[config.mk]
export PLATFORM = sky130hd
export DESIGN_NAME = serial_to_parallel_rx
export DESIGN_NICKNAME = d
export VERILOG_FILES = /design/src/rtl/serial_to_parallel_rx.sv
export SDC_FILE = /design/constraint.sdc
export NUM_CORES = 1
export LEC_CHECK = 0
export CORE_ASPECT_RATIO = 0.9
export CORE_MARGIN = 3
export CORE_UTILIZATION = 40
export CTS_CLUSTER_DIAMETER = 80
export DETAILED_ROUTE_END_ITERATION = 12
export SLEW_MARGIN = 30
export SYNTH_ARGS = -nofsm -noshare
export SYNTH_HDL_FRONTEND = slang
export SYNTH_SLANG_ARGS = --single-unit
[constraint.sdc]
create_clock -name clk -period 3.2 [get_ports clk]
set_input_delay 0.64 -clock clk [delete_from_list [all_inputs] [get_ports clk]]
set_output_delay 0.64 -clock clk [all_outputs]
set_load 0.005 [all_outputs]
[src/rtl/serial_to_parallel_rx.sv]
// Serial-to-parallel receive deserializer: locks byte alignment on a run of COM
// symbols, then presents each completed symbol for eight bit-clock cycles.
`timescale 1ns/1ps

module serial_to_parallel_rx #(
  parameter logic [7:0]  COM_SYMBOL  = 8'hBC,
  parameter int unsigned ALIGN_COUNT = 4
) (
  input  logic       clk,
  input  logic       reset_L,
  input  logic       data_in,
  output logic [7:0] data_out,
  output logic       valid_out,
  output logic       active
);

  localparam int unsigned BYTE_W = 8;
  localparam int unsigned CNT_W  = 3;
  localparam logic [CNT_W-1:0] LAST_BIT  = CNT_W'(BYTE_W - 1);
  localparam logic [CNT_W-1:0] LOCK_LAST = CNT_W'(ALIGN_COUNT - 1);

  typedef enum logic [1:0] {
    SEARCH = 2'd0,
    ALIGN  = 2'd1,
    ACTIVE = 2'd2
  } state_t;

  state_t              state;
  logic [BYTE_W-1:0]   sh;
  logic [CNT_W-1:0]    bit_cnt;
  logic [CNT_W-1:0]    com_cnt;

  logic [BYTE_W-1:0]   nxt_c;
  logic                nxt_is_com_c;
  logic                byte_done_c;

  // Candidate symbol including the bit being sampled at this edge.
  assign nxt_c        = {sh[BYTE_W-2:0], data_in};
  assign nxt_is_com_c = (nxt_c == COM_SYMBOL);
  assign byte_done_c  = (bit_cnt == LAST_BIT);

  always_ff @(posedge clk) begin
    if (!reset_L) begin
      state     <= SEARCH;
      sh        <= '0;
      bit_cnt   <= '0;
      com_cnt   <= '0;
      data_out  <= '0;
      valid_out <= 1'b0;
      active    <= 1'b0;
    end else begin
      sh <= nxt_c;
      unique case (state)
        SEARCH: begin
          // Bit-by-bit hunt; the edge completing a COM becomes the byte boundary.
          if (nxt_is_com_c) begin
            bit_cnt <= '0;
            com_cnt <= CNT_W'(1);
            state   <= ALIGN;
          end
        end
        ALIGN: begin
          bit_cnt <= bit_cnt + CNT_W'(1);
          if (byte_done_c) begin
            if (nxt_is_com_c && (com_cnt == LOCK_LAST)) begin
              com_cnt <= '0;
              state   <= ACTIVE;
              active  <= 1'b1;
            end else if (nxt_is_com_c) begin
              com_cnt <= com_cnt + CNT_W'(1);
            end else begin
              com_cnt <= '0;
              state   <= SEARCH;
            end
          end
        end
        ACTIVE: begin
          // Locked: only byte boundaries matter, mid-byte COM patterns are ignored.
          bit_cnt <= bit_cnt + CNT_W'(1);
          if (byte_done_c) begin
            data_out  <= nxt_c;
            valid_out <= !nxt_is_com_c;
          end
        end
        default: begin
          state   <= SEARCH;
          bit_cnt <= '0;
          com_cnt <= '0;
          active  <= 1'b0;
        end
      endcase
    end
  end

endmodule
Word level (Yosys, flattened, before mapping):

Index checks and enable logic that the tools add are counted.

* reduce and logical (&&, ||, !) cells: 9
* mux-type cells: 15
* bitwise gates (word level): 2
* add/sub/neg operators: 2
* equality and inequality tests: 9
* shift operators: 0
* divide/modulo/power cells: 0
* $lt $le $gt $ge: 0
* multiply operators: 0

Operators with widths (number)
* $mux W3: 5
* $pmux W3 S3: 1
* $eq A8 B8 Y1 const B: 1
* $mux W2: 4
* $add A3 B1 Y3 const B: 2
* $ne A2 B2 Y1 const B: 3
* $pmux W2 S3: 1
* $pmux W3 S2: 1
* $reduce_and A3 Y1: 2
* $reduce_and A4 Y1: 1
* $reduce_or A2 Y1: 2
* $eq A3 B2 Y1 const B: 1
* $eq A3 B3 Y1 const B: 1
* $ne A3 B3 Y1 const B: 1
* $eq A2 B1 Y1 const B: 1
* $eq A2 B2 Y1 const B: 1
* $logic_not A2 Y1: 1
* $mux W1: 2
* $not A1 Y1: 2
* $pmux W1 S2: 1
* $reduce_and A2 Y1: 1
* $logic_and A1 B1 Y1: 1
* $logic_not A1 Y1: 1

* memory bits (writable): 0
* memories: 0
* bits in registers: 25
* bits in read-only memories: 0
* output and inout bits: 10
* bits of input ports: 3
* latch bits: 0
* word-level logic and storage cells: 44

Longest topological paths before layout:

Gate-level depths: netlist (run 1).

* depth in word-level cells: 5
* depth in mapped cells: 6
* gate-level depth less buffers: 6

Worst setup path after synthesis (run 1):

OpenSTA, ideal clock, no wires.

* path kind: in2reg
* start: in data_in
* end: reg com_cnt[2]
* setup slack: 1.377 ns
* data arrival time: 1.752 ns
* required time: 3.128 ns
* cell stages on the path: 3
* library setup time: 0.072 ns
* buffers on the path: 0
* cell sequence: or4_4 > or4_1 > mux2i_1

* longest elaborated chain between the ends: 5
* elaborated cells between the ends (all ways): 8
* those cells by class: 2 x eq/ne; 4 x mux; 2 x reduce/logical

RTL lines
* start: declaration: RTL line 11 `input logic data_in,`
* $eq A8 B8 Y1 *: RTL line 39 `assign nxt_is_com_c = (nxt_c == COM_SYMBOL);`
* $mux W3 / $logic_and A1 B1 Y1 (equally long branches): RTL line 69, 65
* $mux W3: RTL line 65 `if (nxt_is_com_c && (com_cnt == LOCK_LAST)) begin`
* $mux W3: RTL line 64 `if (byte_done_c) begin`
* $pmux W3 S3: RTL line 53 `unique case (state)`
* end signal: assignment: RTL line 70 `com_cnt <= com_cnt + CNT_W'(1);`
* end: declaration: RTL line 31 `logic [CNT_W-1:0] com_cnt;`

Every way passes the cells marked *; elsewhere a longest branch is shown, timed or not. The select of a mux whose other input is x is not followed.
A chain may end at the register's enable or synchronous reset.

Worst setup path in the final report (run 1):

Same ends and word-level chain as after synthesis.

==> results of run 1 <==
==> tightest hold or removal path, stage by stage (launching register included) <==
cell	delay (ns)
sky130_fd_sc_hd__dfxtp_1	0.33
sky130_fd_sc_hd__nand2_1	0.05
sky130_fd_sc_hd__a21oi_1	0.05
==> path summary, 6_finish.rpt <==
path	endpoint	slack [ns]	start
min reg2reg	data_out[7]	0.45	sh[6]
min	data_out[7]	0.45	sh[6]
max reg2reg	com_cnt[1]	1.44	bit_cnt[0]
max	com_cnt[2]	1.13	data_in
==> cell type report <==
cell class | instances | area [µm²] | share of cell area (%)
multi-input cells | 80 | 504 | 41.1
flip-flops and latches | 25 | 500 | 40.8
repair buffers | 14 | 135 | 11.0
well taps | 27 | 33.8 | 2.76
clock buffers | 3 | 22.5 | 1.84
inverters | 6 | 22.5 | 1.84
clock inverters | 1 | 7.51 | 0.612
==> cells by family after synthesis <==
logic type / synth area share (%)
muxes: 1.93
DFF: 48.2
adders and majority gates: 8.43
AOI/OAI and AO/OA: 14.5
and+or+nand+nor: 23.7
buffers and inverters: 3.25
==> report_power, final <==
| group | switching (µW) | internal [µW] |
|---|---|---|
| logic | 6.66 | 4.41 |
| registers | 1.85 | 313 |
| clock network | 94.1 | 47.8 |
==> registers in the layout, summed over array words and instances (netlist names) <==
register   cells
active         1
bit_cnt        3
com_cnt        3
data_out       8
sh             7
state          2
valid_out      1
==> through the flow <==
stage | util [%] | std cells | total power [µW]
after global placement | 51.5 | 152 | 333
final | 52.8 | 156 | 468
after floorplan | - | 114 | 327
after detailed placement | 51.5 | 152 | 333
after global routing | 52.8 | 156 | 492
after CTS | 52.8 | 156 | 479
==> layer usage <==
metal	vias up	part of all wire (%)	track usage, %
met5	-	0	0
met4	0	0.84	5.54
met3	4	4.3	4.48
met2	14	42	23.4
met1	374	53	19.9
li1	426	-	-
==> cells in the final DEF (no fill, tap or decap), types with 2 or more instances in the layout <==
| cell type | netlist | final |
|---|---|---|
| sky130_fd_sc_hd__a211oi_1 | 2 | 2 |
| sky130_fd_sc_hd__a21oi_1 | 12 | 12 |
| sky130_fd_sc_hd__a31oi_1 | 2 | 2 |
| sky130_fd_sc_hd__and2_1 | 8 | 8 |
| sky130_fd_sc_hd__buf_4 | 0 | 2 |
| sky130_fd_sc_hd__clkbuf_4 | 0 | 3 |
| sky130_fd_sc_hd__clkdlybuf4s50_1 | 0 | 12 |
| sky130_fd_sc_hd__dfxtp_1 | 25 | 25 |
| sky130_fd_sc_hd__ha_1 | 7 | 7 |
| sky130_fd_sc_hd__inv_1 | 6 | 6 |
| sky130_fd_sc_hd__mux2i_1 | 2 | 2 |
| sky130_fd_sc_hd__nand2_1 | 21 | 21 |
| sky130_fd_sc_hd__nand3_1 | 4 | 4 |
| sky130_fd_sc_hd__nor2_1 | 3 | 3 |
| sky130_fd_sc_hd__nor3_1 | 3 | 3 |
| sky130_fd_sc_hd__nor4_1 | 2 | 2 |
==> results.md, run 1 <==
* Unique cell type count in the Yosys netlist at 28
* CTS H-Tree Depth at 1
* Number of fill cells in the layout at roughly 240
* Post-layout nets at 140
* Ranking of synthesized cells by instance count: sky130_fd_sc_hd__dfxtp_1 (25), sky130_fd_sc_hd__nand2_1 (21), sky130_fd_sc_hd__a21oi_1 (12)
* Setup repair after global routing missed its margin: no
* Number of instances resized during post-cts repair at 0
* Global-route wire length before repair at around 3.6 mm
* Die Footprint at ~3200 µm²
* Sequential share of the synthesized area at between 40% and 50%
* Post-synthesis async set-or-reset flop share at 0%
* Leading post-synthesis cells by cell area: sky130_fd_sc_hd__dfxtp_1 (48%), sky130_fd_sc_hd__ha_1 (8.4%), sky130_fd_sc_hd__nand2_1 (7.6%)
* Arr. time, crit path at 2.33 ns
* Largest clock skew in the final design at ~0.011 ns
* Clk buf depth at 2
* Total setup violations reported at the end of the flow at 0
* Required time of the worst setup path at approximately 3.5 ns
* Relative max-transition margin at 56.2%
* Clk Latency, worst-skew pair at between 0.3 and 0.4 ns
* Leading area contributor after synthesis: sky130_fd_sc_hd__dfxtp_1
* Crit-path leading delay family: simple AND/OR/NAND/NOR gates
* Buffers and inverters on the worst path at 1
* Cell area power density at ~380 nW/µm²
* Placeable Area at roughly 2300 µm²
* Vias after detailed routing at roughly 820
* Minimum hold slack at 0.448 ns
* TritonCTS clock tree: yes
* Global Route Usage Sum at around 15%
* Largest net degree at the start of global routing at 16
* Antenna Violating Nets Remaining at 0
* Type of element launching the critical path: input pin
* PnR worst setup slack at between 1 and 1.5 ns
* Post-detailed-route wirelength per cell at around 13 µm
* Number of pins with negative max-slew slack in the final report at 0
* Vertical extent of the die at 54.3 µm
* Cell count after synthesis at between 100 and 150
* Total length of routed wires at slightly above 2 mm
* CP Class: input pin to flop
* Number of cells on the critical path at 4
* Row Count at 16
* DR DRC count at 0
* Count of boundary I/O pins at 13
* Number of antenna violations at the first check in global routing at 0
* Crit path time final at 2.07 ns
* P_leak at about 0.00045 µW
* Count leader, synth: sky130_fd_sc_hd__dfxtp_1
* Number of global-route vias before repair at between 700 and 800
* Final Cycle Share at between 60% and 70%
* Overflow left after global routing at 0
* Peak fanout along the critical path at 5
* Worst-Margin Slew at around 0.65 ns
* Most used DFF post-synth: sky130_fd_sc_hd__dfxtp_1
* Area overhead of the layout relative to synthesis at 18.1%
* Seq cells post-synth at 25
* DP Worst Slack at about 0.80 ns
* Slowest stage delay, CP at 0.61 ns
* Via/cell ratio at between 5 and 6
* Area of the mapped netlist at a little over 1000 µm²
* Total inserted antenna cells at 0
* Clock transition at the registers of the reported paths at 0.14 ns
* R2R cell count at 6
* Post-synth net total at approximately 120
* Quantity of hold-fixing buffers added after cts at 0
* Number of warning messages in the yosys log at 0
* Cell chain of the critical path: clkdlybuf4s50_1 -> or4_4 -> or4_1 -> mux2i_1
* Slowest CP cell: sky130_fd_sc_hd__or4_4
* Final hold violation count at 0
* Library cell used as clock root buffer: sky130_fd_sc_hd__clkbuf_4
* Starting density of the core at 44.7%
* Worst vdd ir at 0.260 mV
* Post-place instance area at about 1200 µm²
* Post-detailed-placement half-perimeter wirelength at around 1.5 mm
* Min-delay worst type: flop to flop
* CTS Buf Count at 3
* Outcome: finished, final reports clean
* Number of synthesized flops with an enable pin at 0
* Maximum clock rate at 483 MHz
* Die X-Extent at approximately 60 µm
* Design area at between 1000 and 1500 µm²
* Top-area cell type share of the netlist area at between 40% and 50%
* # Post-CTS Setup Buffers at 0
* Number of violations of the max-capacitance limit at 0
* Initial DRT Pass Iterations at 4
* Worst hold path stage count at 2
* GPL Wtd Cong at roughly 0.74
* Layout cell share with drive strength beyond 1 at between 7 and 8%
* Critical Path End Type: flop
* Number of port buffers at 12
* Total Negative Setup Slacks at 0 ns
* Number of clock sinks at 25
* Average cell area after synthesis at between 9 and 10 µm²
* Starting DRC count in detailed routing at 19
No activity file was read; power rests on OpenSTA's default activity.
==> run 2, diff against run 1 <==
- clock period: 3.2 -> 2.1 ns (I/O delays scaled with it)
==> results.md, run 2 (synthesis results as in run 1) <==
* Crit-path leading delay family: simple AND/OR/NAND/NOR gates
* Largest net degree at the start of global routing at 16 (unchanged)
* Global Route Usage Sum at 14.6% (-0.56 points)
* Crit path time final at approximately 1.8 ns
* Global-route wire length before repair at 3.51 mm (-2.7%)
* Leading cell types in the layout, fill and taps excluded: sky130_fd_sc_hd__dfxtp_1 (25), sky130_fd_sc_hd__nand2_1 (21), sky130_fd_sc_hd__a21oi_1 (12), sky130_fd_sc_hd__clkdlybuf4s50_1 (12), sky130_fd_sc_hd__and2_1 (8)
* Design area at 1260 µm² (+2.9%)
* Post-place instance area at 1230 µm² (+3.1%)
* Critical Path End Type: flop
* P_leak at 0.000478 µW (+5.9%)
* Worst-Margin Slew at 0.355 ns (-0.296 ns)
* Biggest register: data_out
* Antenna Violating Nets Remaining at 0 (unchanged)
* Overflow left after global routing at 0 (unchanged)
* Clk buf depth at 2 (unchanged)
* P_int at 557 µW (+52%)
* Buffers and inverters on the worst path at 1 (unchanged)
* R2R cell count at 4 (-2)
* Final hold violation count at 0 (unchanged)
* Length of routed met2 wiring at 951 µm (+12%)
* Storage element area at 500 µm² (unchanged)
* Arr. time, crit path at 2.09 ns (-0.24 ns)
* DR DRC count at 0 (unchanged)
* Slowest stage delay, CP at 0.57 ns (-0.04 ns)
* Number of pins with negative max-slew slack in the final report at 0 (unchanged)
* Via/cell ratio at 5.34 (+1.8%)
* Worst vdd ir at 0.583 mV (+120%)
* Library cell used as clock root buffer: sky130_fd_sc_hd__clkbuf_4
* Clock network fraction of design power at 30.3% (about the same)
* Total area of multi-input combinational cells at 504 µm² (unchanged)
* Registers with the highest flip-flop counts: data_out: 8 flops, sh: 7 flops
* Logic pwr share at 2.7% (+0.3 points)
* Net Sw Power at 160 µW (+56%)
* Uppermost layer routed: met4
* Cell area power density at 568 nW/µm² (+49%)
* Net switching fraction of the power at 22.3% (+0.37 points)
* Post-detailed-placement half-perimeter wirelength at 1.54 mm (+4.3%)
* CTS Buf Count at 3 (unchanged)
* Placed Cells incl. Taps at 157 (+3.3%)
* Number of clock sinks at 25 (unchanged)
* Post-Layout Cell Count at 161 (+3.2%)
* GPL Wtd Cong at 0.755 (+2.4%)
* DP Worst Slack at -0.0643 ns (-0.861 ns)
* Placeable Area at 2320 µm² (unchanged)
* Maximum clock rate at 548 MHz
* Max FFs per register at 8 (unchanged)
* Relative max-transition margin at 76.4% (+20 points)
* Vias after detailed routing at 859 (+5.0%)
* Slowest CP cell: sky130_fd_sc_hd__or4_4
* Most common library cell in the layout ignoring fill and taps: sky130_fd_sc_hd__dfxtp_1
* Die X-Extent at 59.7 µm (unchanged)
* Row Count at 16 (unchanged)
* Post-detailed-route wirelength per cell at 13.0 µm (+0.73%)
* Number of antenna violations at the first check in global routing at 0 (unchanged)
* Met3 Routed Length at 80 µm (-7.0%)
* Number of violations of the max-capacitance limit at 0 (unchanged)
* Final Cycle Share at about 87%
* M1 WL at 1.06 mm (-1.0%)
* Count of boundary I/O pins at 13 (unchanged)
* Required time of the worst setup path at 2.36 ns (-1.11 ns)
* Peak fanout along the critical path at 5 (unchanged)
* Total length of routed wires at 2.10 mm (+4.0%)
* Number of port buffers at 12 (unchanged)
* CP Class: input pin to flop
* Largest clock skew in the final design at 0.00734 ns (-0.00374 ns)
* Cell chain of the critical path: clkdlybuf4s50_1 -> or4_4 -> or4_1 -> mux2i_1
* Number of cells on the critical path at 4 (unchanged)
* Clock transition at the registers of the reported paths at 0.14 ns (about the same)
* Area overhead of the layout relative to synthesis at 21.4%
* Post-layout nets at 145 (+3.6%)
* Share of total power in sequential cells at 67.1% (-0.2 points)
* Initial DRT Pass Iterations at 4 (unchanged)
* Total Negative Setup Slacks at 0 ns (unchanged)
* Number of fill cells in the layout at 219 (-7.6%)
* Layout cell share with drive strength beyond 1 at 11.2% (+3.4 points)
* Vertical extent of the die at 54.3 µm (unchanged)
* # Post-CTS Setup Buffers at 0 (unchanged)
* Quantity of hold-fixing buffers added after cts at 0 (unchanged)
* Number of global-route vias before repair at 788 (-1.1%)
* Setup repair after global routing missed its margin: no
* CTS H-Tree Depth at 1 (unchanged)
* Die Footprint at 3240 µm² (unchanged)
* Starting density of the core at 44.7% (unchanged)
* Min-delay worst type: flop to flop
* Minimum hold slack at 0.454 ns (+0.00589 ns)
* PnR worst setup slack at 0.275 ns (-0.857 ns)
* Starting DRC count in detailed routing at 14 (-5)
* TritonCTS clock tree: yes
* Type of element launching the critical path: input pin
* Total inserted antenna cells at 0 (unchanged)
* Clk Latency, worst-skew pair at 0.32 ns (about the same)
* Number of instances resized during post-cts repair at 0 (unchanged)
* Outcome: finished, final reports clean
* Total setup violations reported at the end of the flow at 0 (unchanged)
* Worst hold path stage count at 2 (unchanged)
## run 2: area by class of cell
| class | count | area share (%) |
|---|---|---|
| clock buffers | 3 | 1.79 |
| clock inverters | 1 | 0.397 |
| multi-input cells | 80 | 40.0 |
| flip-flops and latches | 25 | 39.7 |
| well taps | 27 | 2.68 |
| repair buffers | 19 | 13.7 |
| inverters | 6 | 1.79 |
## run 2: metal layers
metal / global-route usage [%] / vias up
li1: - / 436
met1: 19.5 / 405
met2: 23.7 / 16
met3: 4.25 / 2
met4: 2.21 / 0
met5: 0 / -
## run 2: final timing paths
kind | slack [ns] | endpoint | start
setup / recovery | 0.27 | com_cnt[2] | data_in
hold / removal | 0.45 | data_out[7] | sh[6]
setup reg to reg | 0.42 | com_cnt[2] | sh[3]
hold reg to reg | 0.45 | data_out[7] | sh[6]
## run 2: tightest hold or removal path: stages (launching register included)
cell and delay, ns:
sky130_fd_sc_hd__dfxtp_1 0.33, sky130_fd_sc_hd__nand2_1 0.05, sky130_fd_sc_hd__a21oi_1 0.05
## run 2: per-stage QoR
| stage | util (%) | total power, µW |
|---|---|---|
| 3_3_place_gp | 53.1 | 509 |
| 6_report | 54.3 | 716 |
| 2_1_floorplan | - | 498 |
| 5_1_grt | 54.3 | 745 |
| 3_5_place_dp | 53.1 | 510 |
| 4_1_cts | 54.3 | 727 |
## run 2: power by group through the flow
stage	logic (µW)	registers (µW)	clock network, µW
final	19.2	480	217
after detailed placement	19.1	491	0
after CTS	19.1	480	228
after global routing	20.7	481	243
after floorplan	8.26	490	0
after global placement	18.8	491	0
==> run 3, diff against run 2 <==
- CORE_UTILIZATION: 40 -> 52
- PLACE_DENSITY: default -> 0.75
==> results.md, run 3 (synthesis results as in run 1) <==
* Logic pwr share at 2.6% (about the same)
* Global-route wire length before repair at 3.36 mm (-4.3%)
* Layout cell share with drive strength beyond 1 at 9.85% (-1.3 points)
* P_leak at 0.000470 µW (-1.7%)
* Min-delay worst type: flop to flop
* Net Sw Power at 152 µW (-5.1%)
* Vias after detailed routing at 848 (-1.3%)
* Slowest CP cell: sky130_fd_sc_hd__or4_4
* Number of global-route vias before repair at 734 (-6.9%)
* Max FFs per register at 8 (unchanged)
* GPL Wtd Cong at 0.821 (+8.7%)
* CTS Buf Count at 3 (unchanged)
* Total inserted antenna cells at 0 (unchanged)
* Setup repair after global routing missed its margin: no
* Peak fanout along the critical path at 5 (unchanged)
* Starting density of the core at 58.7% (+14 points)
* Met3 Track Usage GR at 5.83% (+1.6 points)
* Vertical extent of the die at 48.4 µm (-11%)
* Storage element area at 500 µm² (unchanged)
* TritonCTS clock tree: yes
* R2R cell count at 6 (+2)
* Clock network fraction of design power at 29.6% (-0.7 points)
* Final Cycle Share at 87.2% (+0.32 points)
* Busiest layer in global routing: met2
* Clock transition at the registers of the reported paths at 0.13 ns (about the same)
* Worst vdd ir at 0.534 mV (-8.4%)
* Via/cell ratio at 5.44 (+1.9%)
* Initial DRT Pass Iterations at 6 (+2)
* Count of boundary I/O pins at 13 (unchanged)
* Overflow left after global routing at 0 (unchanged)
* Number of instances resized during post-cts repair at 0 (unchanged)
* Relative max-transition margin at 64.5% (-12 points)
* Number of clock sinks at 25 (unchanged)
* Final hold violation count at 0 (unchanged)
* Net switching fraction of the power at 21.4% (-0.89 points)
* Slowest stage delay, CP at 0.57 ns (about the same)
* Buffers and inverters on the worst path at 1 (unchanged)
* Total setup violations reported at the end of the flow at 0 (unchanged)
* Global Route Usage Sum at 17.7% (+3.1 points)
* Clk Latency, worst-skew pair at 0.32 ns (about the same)
* Share of total power in sequential cells at 67.8% (+0.7 points)
* Post-detailed-placement half-perimeter wirelength at 1.46 mm (-4.8%)
* Library cell used as clock root buffer: sky130_fd_sc_hd__clkbuf_4
* Starting DRC count in detailed routing at 22 (+8)
* Outcome: finished, final reports clean
* PnR worst setup slack at 0.268 ns (-0.00669 ns)
* Util after Layout at 70.2% (+16 points)
* # Post-CTS Setup Buffers at 0 (unchanged)
* CP Class: input pin to flop
* Number of violations of the max-capacitance limit at 0 (unchanged)
* Most common library cell in the layout ignoring fill and taps: sky130_fd_sc_hd__dfxtp_1
* Number of port buffers at 12 (unchanged)
* Leading cell types in the layout, fill and taps excluded: sky130_fd_sc_hd__dfxtp_1 (25), sky130_fd_sc_hd__nand2_1 (21), sky130_fd_sc_hd__a21oi_1 (12), sky130_fd_sc_hd__clkdlybuf4s50_1 (12), sky130_fd_sc_hd__and2_1 (8)
* Crit-path leading delay family: simple AND/OR/NAND/NOR gates
* Antenna Violating Nets Remaining at 0 (unchanged)
* Quantity of hold-fixing buffers added after cts at 0 (unchanged)
* Cell area power density at 570 nW/µm² (+0.35%)
* Required time of the worst setup path at 2.36 ns (about the same)
* Type of element launching the critical path: input pin
* Largest net degree at the start of global routing at 16 (unchanged)
* Met1 usage in global routing at 24.3% (+4.9 points)
* Area overhead of the layout relative to synthesis at 19.6%
* Crit path time final at 1.83 ns (+0.00669 ns)
* Total length of routed wires at 1.94 mm (-7.8%)
* DR DRC count at 0 (unchanged)
* Number of antenna violations at the first check in global routing at 0 (unchanged)
* Post-detailed-route wirelength per cell at 12.4 µm (-4.8%)
* Die X-Extent at 53.1 µm (-11%)
* Worst-Margin Slew at 0.533 ns (+0.178 ns)
* Arr. time, crit path at 2.09 ns (about the same)
* Number of fill cells in the layout at 146 (-33%)
* Biggest register: data_out
* Cell chain of the critical path: clkdlybuf4s50_1 -> or4_4 -> or4_1 -> mux2i_1
* Number of cells on the critical path at 4 (unchanged)
* Post-layout nets at 143 (-1.4%)
* Number of pins with negative max-slew slack in the final report at 0 (unchanged)
* P_int at 557 µW (about the same)
* Worst hold path stage count at 2 (unchanged)
* Met2 layer usage reported by global route at 25.4% (+1.7 points)
* DP Worst Slack at -0.0715 ns (-0.00725 ns)
* Clk buf depth at 2 (unchanged)
* Row Count at 14 (-2)
* Placeable Area at 1770 µm² (-24%)
* Registers with the highest flip-flop counts: data_out: 8 flops, sh: 7 flops
* Total area of multi-input combinational cells at 504 µm² (unchanged)
* Die Footprint at 2570 µm² (-21%)
* Maximum clock rate at 546 MHz (-0.37%)
* Largest clock skew in the final design at 0.00937 ns (+0.00203 ns)
* Critical Path End Type: flop
* CTS H-Tree Depth at 1 (unchanged)
==> run 3: cell count changes in the layout (fill, tap and decap cells not counted) <==
cell	previous run	this run
sky130_fd_sc_hd__buf_4	7	5
==> run 3: area by class of cell <==
cell class	instances	share of cell area [%]
Sequential cell	25	40.3
Timing Repair Buffer	17	12.7
Inverter	6	1.81
Clock inverter	1	0.403
Tap cell	24	2.42
Multi-Input combinational cell	80	40.6
Clock buffer	3	1.81
==> run 3: power by group through the flow <==
stage	combinational [µW]	sequential, µW	clock [µW]
floorplan	8.26	490	0
global placement	18.3	491	0
detailed placement	18.8	491	0
CTS	18.8	480	215
global route	20.4	481	234
finish	18.4	480	210
==> run 3: final timing paths <==
kind | start | end | slack [ns]
min reg2reg | sh[6] | data_out[7] | 0.45
max | data_in | com_cnt[2] | 0.27
max reg2reg | bit_cnt[0] | com_cnt[1] | 0.33
min | sh[6] | data_out[7] | 0.45
==> run 3: worst reg2reg max path: cells and delay by family (launching register included) <==
kind            cells  cell delay, ns
buf+inv             1            0.06
compound gates      2            0.73
flops               1            0.38
fa+ha+maj           2            0.34
simple gates        1            0.18
==> run 3: metal layers <==
layer  vias to the layer above  share of wire [%]  wire length (µm)
li1                        433                  -                 -
met1                       393                 48               935
met2                        17                 46               884
met3                         5                4.9                94
met4                         0                1.3                25
met5                         -                  0                 0
==> run 3: metrics by stage <==
stage / TNS, ns / instance area, µm² / hold WS, ns / std cells / power (µW)
2_1_floorplan: 0 / 1040 / 0.432 / 114 / 498
3_3_place_gp: -0.0195 / 1210 / 0.441 / 152 / 509
3_5_place_dp: -0.0715 / 1210 / 0.448 / 152 / 509
4_1_cts: 0 / 1240 / 0.456 / 156 / 714
5_1_grt: 0 / 1240 / 0.476 / 156 / 735
6_report: 0 / 1240 / 0.454 / 156 / 708
